$ cat src/rtl/reg_writeback_unit.sv
// Purpose: register-file write-back queue; merges load and ALU results in order, retires one per cycle to GPR or PC port.
// Latency: result accepted at edge E0 is presented on REG_WR_SEL/PC_REG_EN after E1 and captured by the register file at E2.
// Backpressure: LD_READY/ALU_READY derive only from the registered occupancy (no same-cycle pop credit); load has priority over ALU.
//
// Ports:
//   CLK, ACLR                       clock (rising edge), asynchronous active-high reset
//   FLUSH                           synchronous discard of queued and in-flight results
//   LD_VALID/LD_READY/LD_DEST/LD_DATA      load result handshake
//   ALU_VALID/ALU_READY/ALU_DEST/ALU_DATA  ALU result handshake
//   REG_WR_SEL/REG_INPUT_BUS        GPR write port (select 4'hF = no write)
//   PC_IN_BUS/PC_REG_EN             PC write port (destination r15)
//   PENDING                         one bit per register with a write queued or on the outputs
//   FIFO_COUNT                      occupied queue entries
module reg_writeback_unit #(
    parameter int DEPTH      = 4,
    parameter int DATA_WIDTH = 32
) (
    input  logic                       CLK,
    input  logic                       ACLR,
    input  logic                       FLUSH,
    input  logic                       LD_VALID,
    input  logic [3:0]                 LD_DEST,
    input  logic [DATA_WIDTH-1:0]      LD_DATA,
    output logic                       LD_READY,
    input  logic                       ALU_VALID,
    input  logic [3:0]                 ALU_DEST,
    input  logic [DATA_WIDTH-1:0]      ALU_DATA,
    output logic                       ALU_READY,
    output logic [3:0]                 REG_WR_SEL,
    output logic [DATA_WIDTH-1:0]      REG_INPUT_BUS,
    output logic [DATA_WIDTH-1:0]      PC_IN_BUS,
    output logic                       PC_REG_EN,
    output logic [15:0]                PENDING,
    output logic [$clog2(DEPTH):0]     FIFO_COUNT
);

    localparam int PW = $clog2(DEPTH);
    localparam int CW = PW + 1;

    // select 15 is the only "no write" code: the register file decoder has no enable
    localparam logic [3:0] SEL_IDLE = 4'hF;

    logic [3:0]            fifo_dest [DEPTH];
    logic [DATA_WIDTH-1:0] fifo_data [DEPTH];
    logic [PW-1:0]         wr_ptr;
    logic [PW-1:0]         rd_ptr;
    logic [PW-1:0]         alu_slot;
    logic [CW-1:0]         count;
    logic [CW-1:0]         count_next;
    logic                  ld_push;
    logic                  alu_push;
    logic                  pop;

    // ALU needs room for two entries when the load is competing for the same cycle
    assign LD_READY   = (count <= CW'(DEPTH - 1));
    assign ALU_READY  = LD_VALID ? (count <= CW'(DEPTH - 2)) : (count <= CW'(DEPTH - 1));
    assign ld_push    = LD_VALID & LD_READY;
    assign alu_push   = ALU_VALID & ALU_READY;
    assign pop        = (count != '0);
    assign FIFO_COUNT = count;

    // load goes first, so a same-cycle ALU result lands one slot behind it
    assign alu_slot   = wr_ptr + PW'(ld_push);
    assign count_next = count + CW'(ld_push) + CW'(alu_push) - CW'(pop);

    // payload storage needs no reset: only entries inside [rd_ptr, rd_ptr+count) are ever read
    always_ff @(posedge CLK) begin
        if (!FLUSH) begin
            if (ld_push) begin
                fifo_dest[wr_ptr] <= LD_DEST;
                fifo_data[wr_ptr] <= LD_DATA;
            end
            if (alu_push) begin
                fifo_dest[alu_slot] <= ALU_DEST;
                fifo_data[alu_slot] <= ALU_DATA;
            end
        end
    end

    always_ff @(posedge CLK or posedge ACLR) begin
        if (ACLR) begin
            wr_ptr        <= '0;
            rd_ptr        <= '0;
            count         <= '0;
            REG_WR_SEL    <= SEL_IDLE;
            REG_INPUT_BUS <= '0;
            PC_IN_BUS     <= '0;
            PC_REG_EN     <= 1'b0;
        end else if (FLUSH) begin
            // the write presented during this cycle is still captured at this edge
            wr_ptr     <= '0;
            rd_ptr     <= '0;
            count      <= '0;
            REG_WR_SEL <= SEL_IDLE;
            PC_REG_EN  <= 1'b0;
        end else begin
            wr_ptr <= wr_ptr + PW'(ld_push) + PW'(alu_push);
            count  <= count_next;
            if (pop) begin
                rd_ptr <= rd_ptr + PW'(1);
                if (fifo_dest[rd_ptr] == SEL_IDLE) begin
                    REG_WR_SEL <= SEL_IDLE;
                    PC_IN_BUS  <= fifo_data[rd_ptr];
                    PC_REG_EN  <= 1'b1;
                end else begin
                    REG_WR_SEL    <= fifo_dest[rd_ptr];
                    REG_INPUT_BUS <= fifo_data[rd_ptr];
                    PC_REG_EN     <= 1'b0;
                end
            end else begin
                // data buses keep their value; only the enables go idle
                REG_WR_SEL <= SEL_IDLE;
                PC_REG_EN  <= 1'b0;
            end
        end
    end

    // hazard mask: every queued destination plus whatever is on the write ports now
    always_comb begin
        PENDING = '0;
        for (int i = 0; i < DEPTH; i++) begin
            if (CW'(i) < count) begin
                PENDING[fifo_dest[rd_ptr + PW'(i)]] = 1'b1;
            end
        end
        if (REG_WR_SEL != SEL_IDLE) begin
            PENDING[REG_WR_SEL] = 1'b1;
        end
        if (PC_REG_EN) begin
            PENDING[15] = 1'b1;
        end
    end

endmodule

$ cat config.mk
export PLATFORM = sky130hd
export DESIGN_NAME = reg_writeback_unit
export DESIGN_NICKNAME = d
export VERILOG_FILES = /design/src/rtl/reg_writeback_unit.sv
export SDC_FILE = /design/constraint.sdc
export NUM_CORES = 1
export LEC_CHECK = 0
export ABC_CLOCK_PERIOD_IN_PS = 6700
export CAP_MARGIN = 20
export CORE_UTILIZATION = 56
export CTS_BUF_LIST = sky130_fd_sc_hd__clkbuf_4 sky130_fd_sc_hd__clkbuf_8
export CTS_CLUSTER_DIAMETER = 80
export DETAILED_ROUTE_END_ITERATION = 6
export GPL_TIMING_DRIVEN = 0
export PLACE_DENSITY = 0.89
export RECOVER_POWER = 100
export SETUP_SLACK_MARGIN = 0.02
export SYNTH_ARGS = -nofsm -noshare
export SYNTH_HDL_FRONTEND = slang
export SYNTH_SLANG_ARGS = --single-unit
$ cat constraint.sdc
create_clock -name CLK -period 6.7 [get_ports CLK]
set_clock_uncertainty 0.05 [all_clocks]
set_input_delay 1.34 -clock CLK [delete_from_list [all_inputs] [get_ports CLK]]
set_output_delay 1.34 -clock CLK [all_outputs]
set_load 0.01 [all_outputs]
Yosys cells after proc, flatten, opt, wreduce, memory -nomap -nowiden
Memory sizes are Yosys's and may differ from the RTL's.
Index checks and enable logic that the tools add are counted.
Storage, ports and cells
  flip-flop bits (word level): 76
  memory bits (writable): 144
  output and inout bits: 90
  memories kept: 2
Memories
  fifo_data: depth 4, bits a word 32, rd ports 1, clocked after memory_dff 0, write ports 2, RTL line 44  | logic [DATA_WIDTH-1:0] fifo_data [DEPTH];
  fifo_dest: depth 4, bits a word 4, rd ports 4, clocked after memory_dff 0, write ports 2, RTL line 43  | logic [3:0] fifo_dest [DEPTH];
Operators by class
  add/sub/neg operators: 8
  order comparisons: 16
  equality and inequality tests: 2
  muxes and demuxes: 33
  bitwise logic cells: 8
  reduce and logical (&&, ||, !) cells: 9
Operator list (count)
  $mux W16: 5
  $or A16 B16 Y16: 4
  $lt A4 B5 Y1 const B: 5
  $demux W1 S4: 5
  $ge A4 B1 Y1 const B: 5
  $mux W1: 16
  $mux W4: 3
  $add A3 B1 Y3: 2
  $le A3 B2 Y1 const B: 2
  $lt A1 B3 Y1 const A: 2
  $lt A2 B3 Y1 const A: 2
  $mux W2: 3
  $reduce_and A3 Y1: 2
  $logic_and A1 B1 Y1: 5
  $add A2 B1 Y2: 2
  $add A2 B2 Y2 const B: 2
  $eq A4 B4 Y1 const B: 1
  $ne A4 B4 Y1 const B: 1
  $mux W3: 1
  $reduce_bool A3 Y1: 1
  $sub A3 B1 Y3: 1
  $add A2 B1 Y2 const B: 1
  $and A1 B1 Y1: 2
  $not A1 Y1: 2
  $reduce_bool A2 Y1: 1

Longest topological paths before layout
Gate-level depths: netlist (run 1).
An unclocked memory read counts as a cell.
  depth after elaboration: 15
  mapped depth: 11
  gate-level depth less buffers: 10

Worst setup path before layout (run 1)
OpenSTA, ideal clock, no wires.
  kind: input to register
  start: input port FLUSH
  end: memory fifo_data[0][0] (enable)
  library setup time: 529 ps
  data arrival time: 5542 ps
  data required time: 6121 ps
  slack: 579 ps
  stages on the path: 3
  path buffers: 2
  path through: clkbuf_1 clkbuf_1 o41ai_1
RTL lines
  from (decl): RTL line 20  | input logic FLUSH,
  to (decl): RTL line 44

Worst setup path after layout (run 1)
  start: register rd_ptr[0]
  end: output port PENDING[7]
Between the ends
  longest elaborated chain between the ends: 14
  elaborated cells on any way between the ends: 33
  those cells by class: 3 x add/sub; 8 x order compare; 13 x mux; 4 x bitwise; 4 x reduce/logical; 1 x memory
Ends and longest elaborated chain
  from (decl): RTL line 46  | logic [PW-1:0] rd_ptr;
  from (signal assigned): RTL line 100  | rd_ptr <= rd_ptr + PW'(1);
  $add A2 B1 Y2 or $mem_v2 Z4 W4 (tied branches)
  $mem_v2 Z4 W4 *
  $lt A4 B5 Y1 (implied by the code) (tied with other cells): RTL line 123  | PENDING[fifo_dest[rd_ptr + PW'(i)]] = 1'b1;
  $logic_and A1 B1 Y1 (implied by the code) or $mux W1 (tied branches): RTL line 123
  $mux W1 (implied by the code) or $demux W1 S4 (tied branches): RTL line 123
  $demux W1 S4 or $mux W16 (tied branches): RTL line 123, 122
  $or A16 B16 Y16 (no line)
  $mux W16: RTL line 122  | if (CW'(i) < count) begin
  $or A16 B16 Y16 (no line)
  $mux W16: RTL line 122
  $or A16 B16 Y16 (no line)
  $mux W16 *: RTL line 122
  $or A16 B16 Y16 (no line)
  $mux W16 *: RTL line 126  | if (REG_WR_SEL != SEL_IDLE) begin
  to (decl): RTL line 33  | output logic [15:0] PENDING,
Mark *: on every way between the ends. The rest lies on a longest branch, timed or not.

==> results of run 1 <==
[synthesized netlist by cell type, drive strengths merged, types with 2 or more instances]
cell and n:
a22o 2, a22oi 10, a31oi 2, a32oi 13, and2 6, buf 33
clkbuf 4, dfrtp 72, dfstp 4, edfxtp 144, fa 2, ha 5
inv 8, mux2 210, mux2i 10, mux4 44, nand2 9, nand2b 4
nand3 39, nand4 7, nor2 17, nor2b 18, nor3 2, nor4 2
nor4b 2, o2111ai 4, o21ai 3, o22ai 2, or2 2, or3 3
xnor2 4, xor2 2
[worst max path at each step]
| stage | from | slack [ns] | endpoint | depth (start not counted) |
|---|---|---|---|---|
| after global placement | LD_VALID | -2.80 | fifo_data[0][9] | 3 |
| after detailed placement | LD_VALID | 1.86 | fifo_data[0][9] | 13 |
| final | rd_ptr[0] | 1.02 | PENDING[7] | 9 |
| after global routing | rd_ptr[0] | 0.74 | PENDING[15] | 9 |
| after floorplan | FLUSH | 0.58 | fifo_data[0][0] | 3 |
| after CTS | FIFO_COUNT[2] | 1.72 | PENDING[5] | 9 |
[layer usage]
metal,track usage (%),wire length (µm)
met5,0,0
met4,7.527,587
met1,35.51,10780
met3,6.036,2021
met2,45.39,13220
[flip-flops by register name (all words and copies together) (netlist names)]
register,count
fifo_dest,16
wr_ptr,2
PC_IN_BUS,32
fifo_data,128
rd_ptr,2
FIFO_COUNT,3
REG_WR_SEL,4
REG_INPUT_BUS,32
PC_REG_EN,1
[logic make-up after synthesis]
logic type / after synthesis
simple gates: 116
compound gates: 39
fa+ha+maj: 7
buf+inv: 45
mux: 264
flops: 220
xor+xnor: 6
[cell usage in the layout (no fill, tap or decap), types with 17 or more instances in the layout]
master           count
dfrtp_1             72
clkdlybuf4s50_1     76
clkbuf_8            42
clkbuf_1            35
nand3_1             39
edfxtp_1           144
mux4_2              44
mux2_2             197
nor2b_1             18
nor2_1              17
dlygate4sd3_1       88
[worst reg2reg max path, stage by stage (launching register included)]
cell and delay [ns]:
dfrtp_1 0.33, clkbuf_1 0.32, inv_1 0.13, ha_1 0.20, clkbuf_1 0.25, o21a_1 0.32
o2111ai_1 1.01, clkbuf_1 0.63, o21ai_0 1.34, buf_16 0.59
[layout make-up]
| cell class | instances | area [µm²] | area share [%] |
|---|---|---|---|
| flip-flops and latches | 220 | 6231 | 45.25 |
| multi-input cells | 432 | 4556 | 33.08 |
| repair buffers | 175 | 1727 | 12.54 |
| clock buffers | 58 | 698.2 | 5.070 |
| well taps | 265 | 331.6 | 2.408 |
| plain buffers | 37 | 150.1 | 1.090 |
| clock inverters | 10 | 45.04 | 0.3271 |
| inverters | 8 | 31.28 | 0.2272 |
[power by group through the flow]
stage          Sequential [µW]  Clock (µW)  Combinational, µW
5_1_grt                   2060        1260               2530
3_3_place_gp              2070           0               2430
6_report                  2020        1180               2360
4_1_cts                   2030        1200               2540
3_5_place_dp              2050           0               2520
2_1_floorplan             2130           0               1410
[stage by stage]
step / setup slack, ns / instances / hold slack [ns]
6_report: 1.023 / 1205 / 0.4337
5_1_grt: 0.7354 / 1205 / 0.4599
4_1_cts: 1.719 / 1205 / 0.4421
3_5_place_dp: 1.855 / 1137 / 0.4281
3_3_place_gp: -2.795 / 1126 / 0.4232
2_1_floorplan: 0.5788 / 697 / 0.4788
==> impl_metrics.tcl, run 1 <==
set metrics [dict create \
    status "finished, violations left" \
    failed_checks "max-capacitance violations, max-slew violations" \
    path_max_fanout 10 \
    pwr-share-seq_pct 36.3 \
    die_y_um 143.2 \
    crit_family "buffers and inverters" \
    crit_required_ns 5.31 \
    pin_count 167 \
    remaining_drc_errors 0 \
    final_util_pct 70.52 \
    cts-buffers-inserted 37 \
    finalWorstPathRequiredPeriod_ns 5.677 \
    r2r-start "FIFO_COUNT[2]" \
    yosysTopAreaCellShare_pct 38.75 \
    pwr-share-comb_pct 42.4 \
    grt_pass1_wl_um 41470 \
    routed_wl_um 26610 \
    final_area_um2 13770 \
    synth-edff-count 144 \
    slowest_stage "o22ai_1" \
    worst_pin_slew_ns 3.326 \
    yosys_warnings 0 \
    hold_class "register to register" \
    fmax_mhz 176.2 \
    setup.worst_path.start_class "register" \
    r2r.worst_path.cells 9 \
    hold_end "PC_IN_BUS[2]" \
    ys_ff_latch 220 \
    worst_slew_margin_rel_pct -124.1 \
    dieArea_um2 20500 \
    leakagePower_uw 0.005028 \
    worstHoldPathCells 1 \
    crit_arrival_ns 4.29 \
    p_sw_share_pct 33.63 \
    routed-via-count 7245 \
    drv_slew 90 \
    ys_types 48 \
    grt_overflow 0 \
    vias_per_cell 6.012 \
    cp_num_buf_inv 5 \
    finalPower_uw 5563 \
    syn-num-nets 781 \
    syn_area_per_cell_um2 16.01 \
    p_per_area_nw_per_um2 404.0 \
    yosys.area.top_type "edfxtp_1" \
    cts.path.max_buffers 3 \
    synthTopCellsByArea "edfxtp_1, mux2_2, dfrtp_1" \
    crit_chain "clkbuf_1 > clkbuf_1 > clkbuf_1 > buf_2 > nand2_1 > o22ai_1 > a31oi_1 > nand4_1 > dlygate4sd3_1" \
    placed_cell_area_um2 13330 \
    wl_per_cell_um 22.08 \
    ant_nets 0 \
    ys_seq_area_share_pct 55.84 \
    drt_iter0_markers 444 \
    htreeDepth 2 \
    synth_xor_area_share_pct 0.4709 \
    yosys.area_share.simple_pct 6.021 \
    synth-compound-area-share_pct 3.408 \
    clock_latency_ns 0.52 \
    cts.sink_count 220 \
    num_rows 51 \
    max_cap_viol_count 4 \
    cts_root_buffer "clkbuf_8" \
    cts.clk_slew.worst_paths_ns 0.06 \
    synth_top_family_by_area "multiplexers" \
    cts_tree "done" \
    cp_slowest_stage_delay_ns 0.63 \
    worstHoldStart "PC_IN_BUS[2]" \
    core_um2 19530 \
    synth_mux_area_share_pct 30.97 \
    place.gp.congestion 0.9361 \
    setup_viol 0 \
    syn_to_final_growth_pct 23.39 \
    start_util_pct 57.15 \
    ir_drop_mv 0.2624 \
    timing.final.crit_share_pct 84.73 \
    endpoint_kind "primary output" \
    n_antenna_cell 0 \
    post-cts-setup-buffer-count 0 \
    synth_area_um2 11160 \
    hold_buffers 0 \
    tns_ns 0 \
    synth_cells 697 \
    clkPwrFrac_pct 21.3 \
    grt_pass1_vias 7495 \
    dominantRegCellSynth "edfxtp_1" \
    antenna_found_initial 0 \
    async_flop_share_pct 34.55 \
    p_sw_uw 1871 \
    grt_usage_pct 27.08 \
    timing.reg2reg.setup_slack_ns 1.24 \
    firstDrtPassIters 5 \
    hold_viol_final 0 \
    r2r_end "fifo_data[2][19]" \
    crit_path_frequent_cell "clkbuf_1" \
    fillers 1350 \
    nNetsFinal 995 \
    layout-drive-gt1-share_pct 34.36 \
    place.detailed.hpwl_um 18010 \
    cts_resized 0 \
    die_w_um 143.2 \
    rsz0062_at_grt "no" \
    grt_max_degree 55 \
    intPower_uw 3693 \
    io_buffers 164 \
    synth_fa_ha_area_share_pct 0.9194 \
    crit_type "register to primary output" \
]
Note: power is estimated with default switching activity, not from simulation.
==> inputs of run 2 (changes only) <==
Settings changed: ABC_CLOCK_PERIOD_IN_PS 6700 to 4900, CORE_UTILIZATION 56 to 51, PLACE_DENSITY 0.89 to 0.86.
Clock period 6.7 ns to 4.9 ns, I/O delays scaled along.
==> run 2 against run 1 <==
Against the previous run:
- the run still ends with max-capacitance violations, max-slew violations left
- first-iteration DRC count up 9.7%
- total power up 39%
- worst setup slack worse by 0.80 ns
- register-to-register slack worse by 0.89 ns
- via count down 1.7%
- sequential power up 37%
- clock power up 47%
==> impl_metrics.tcl, run 2 (synthesis gave the netlist of run 1 again) <==
set metrics [dict create \
    place.gp.congestion 0.8948 \
    timing.final.crit_share_pct 95.42 \
    largest_register_ffs 128 \
    place.detailed.hpwl_um 18450 \
    cts.sink_count 220 \
    max_cap_viol_count 2 \
    drt_iter0_markers 487 \
    leakagePower_uw 0.005072 \
    num_rows 53 \
    die_y_um 149.9 \
    syn_to_final_growth_pct 24.23 \
    remaining_drc_errors 0 \
    cts_tree "done" \
    timing.reg2reg.setup_slack_ns 0.35 \
    vias_per_cell 5.879 \
    die_w_um 149.9 \
    worst_slew_margin_rel_pct -59.93 \
    cts.clk_slew.worst_paths_ns 0.06 \
    dp_cells 1143 \
    setup_viol 0 \
    ff_latch_area_um2 6231 \
    crit_required_ns 3.87 \
    pin_count 167 \
    hold_viol_final 0 \
    wl_per_cell_um 22.18 \
    finalWorstPathRequiredPeriod_ns 4.676 \
    fin_cells 1212 \
    path_max_fanout 10 \
    intPower_uw 5145 \
    tns_ns 0 \
    crit_type "register to primary output" \
    largestRegisters "fifo_data: 128 flops, PC_IN_BUS: 32 flops, REG_INPUT_BUS: 32 flops" \
    grt_pass1_wl_um 41460 \
    htreeDepth 2 \
    grt_overflow 0 \
    failed_checks "max-capacitance violations, max-slew violations" \
    grt_usage_pct 24.64 \
    fmax_mhz 213.9 \
    cts-buffers-inserted 38 \
    grt_max_degree 50 \
    final_common_cell "mux2_2" \
    top_register "fifo_data" \
    clkPwrFrac_pct 22.3 \
    firstDrtPassIters 5 \
    mostFrequentLayoutCells "mux2_2, edfxtp_1, dlygate4sd3_1" \
    cts_root_buffer "clkbuf_8" \
    routed_wl_um 26880 \
    fillers 1580 \
    ir_drop_mv 0.3262 \
    ant_nets 0 \
    p_sw_uw 2590 \
    setup.worst_path.start_class "register" \
    p_sw_share_pct 33.48 \
    endpoint_kind "primary output" \
    cts.path.max_buffers 3 \
    clock_latency_ns 0.54 \
    antenna_found_initial 1 \
    io_buffers 164 \
    nNetsFinal 992 \
    start_util_pct 52.59 \
    rsz0062_at_grt "no" \
    grt_pass1_vias 7335 \
    pwr-share-seq_pct 35.8 \
    layout-drive-gt1-share_pct 36.29 \
    post-cts-setup-buffer-count 0 \
    cts_resized 0 \
    drv_slew 57 \
    dieArea_um2 22480 \
    p_per_area_nw_per_um2 558.0 \
    hold_buffers 0 \
    core_um2 21220 \
    multi_input_area_um2 4577 \
    routed-via-count 7125 \
    n_antenna_cell 0 \
    worst_pin_slew_ns 2.395 \
    pwr-share-comb_pct 41.9 \
    status "finished, violations left" \
    crit_arrival_ns 3.65 \
    hold_class "register to register" \
]
==> run 2: cell types whose count changed in the layout (fill, tap and decap cells not counted), sizes merged <==
cell	previous run	this run
clkdlybuf4s50	76	81
dlygate4sd3	88	83
clkinv	9	5
clkbuf	93	87
dlymetal6s2s	0	1
buf	13	16
clkinvlp	2	4
bufinv	0	1
==> run 2: power by group through the flow <==
| stage | clock, µW | combinational [µW] | sequential [µW] |
|---|---|---|---|
| after global routing | 1840 | 3480 | 2820 |
| after global placement | 0 | 3330 | 2820 |
| after floorplan | 0 | 1920 | 2910 |
| after detailed placement | 0 | 3450 | 2820 |
| after CTS | 1760 | 3470 | 2780 |
| final | 1730 | 3240 | 2770 |
==> run 2: path summary, 6_finish.rpt <==
kind                               startpoint                end  cells past startpoint
min in group asynchronous                ACLR  REG_INPUT_BUS[15]                      2
worst max-delay path            FIFO_COUNT[2]         PENDING[9]                      9
worst min-delay path             PC_IN_BUS[2]       PC_IN_BUS[2]                      1
max in group asynchronous                ACLR  REG_INPUT_BUS[28]                      3
worst min register to register   PC_IN_BUS[2]       PC_IN_BUS[2]                      1
worst max register to register  FIFO_COUNT[2]   fifo_data[3][24]                      9
==> run 2: area by class of cell <==
class,instances,area share (%)
tap,275,2.482
sequential,220,44.95
timing repair buffer,171,12.42
clock inverter,9,0.6227
inverter,8,0.2256
clock buffer,60,5.144
multi-input combinational,432,33.01
buffer,37,1.146
==> run 2: per-stage QoR <==
step                      util (%)  instance area, µm²  hold slack (ns)  setup WS (ns)  power (µW)
final                        65.33               13860           0.4364         0.2243        7735
after CTS                    66.54               14120           0.4421         0.3253        8013
after global routing         65.33               13860           0.4547        0.06114        8135
after detailed placement     62.77               13320           0.4281         0.6276        6265
after global placement       61.98               13150           0.4250         -2.541        6153
after floorplan                  -               11170           0.4788         0.4160        4832
==> run 2: worst max-delay path: stages, from the launching register on <==
cell and delay, ns:
dfrtp_1 0.33, clkbuf_1 0.34, inv_1 0.13, ha_1 0.20
clkbuf_1 0.24, or2_2 0.34, o22ai_1 0.59, a32oi_1 0.22
nand3_1 0.12, dlygate4sd3_1 0.61
==> run 2: routing by layer <==
metal | routed length (µm) | track usage, % | part of all wire (%) | up-vias
li1 | - | - | - | 3189
met1 | 11120 | 31.66 | 41 | 3614
met2 | 13370 | 41.57 | 50 | 272
met3 | 1847 | 5.884 | 6.9 | 48
met4 | 527 | 7.020 | 2.0 | 2
met5 | 13 | 0 | 0.048 | -
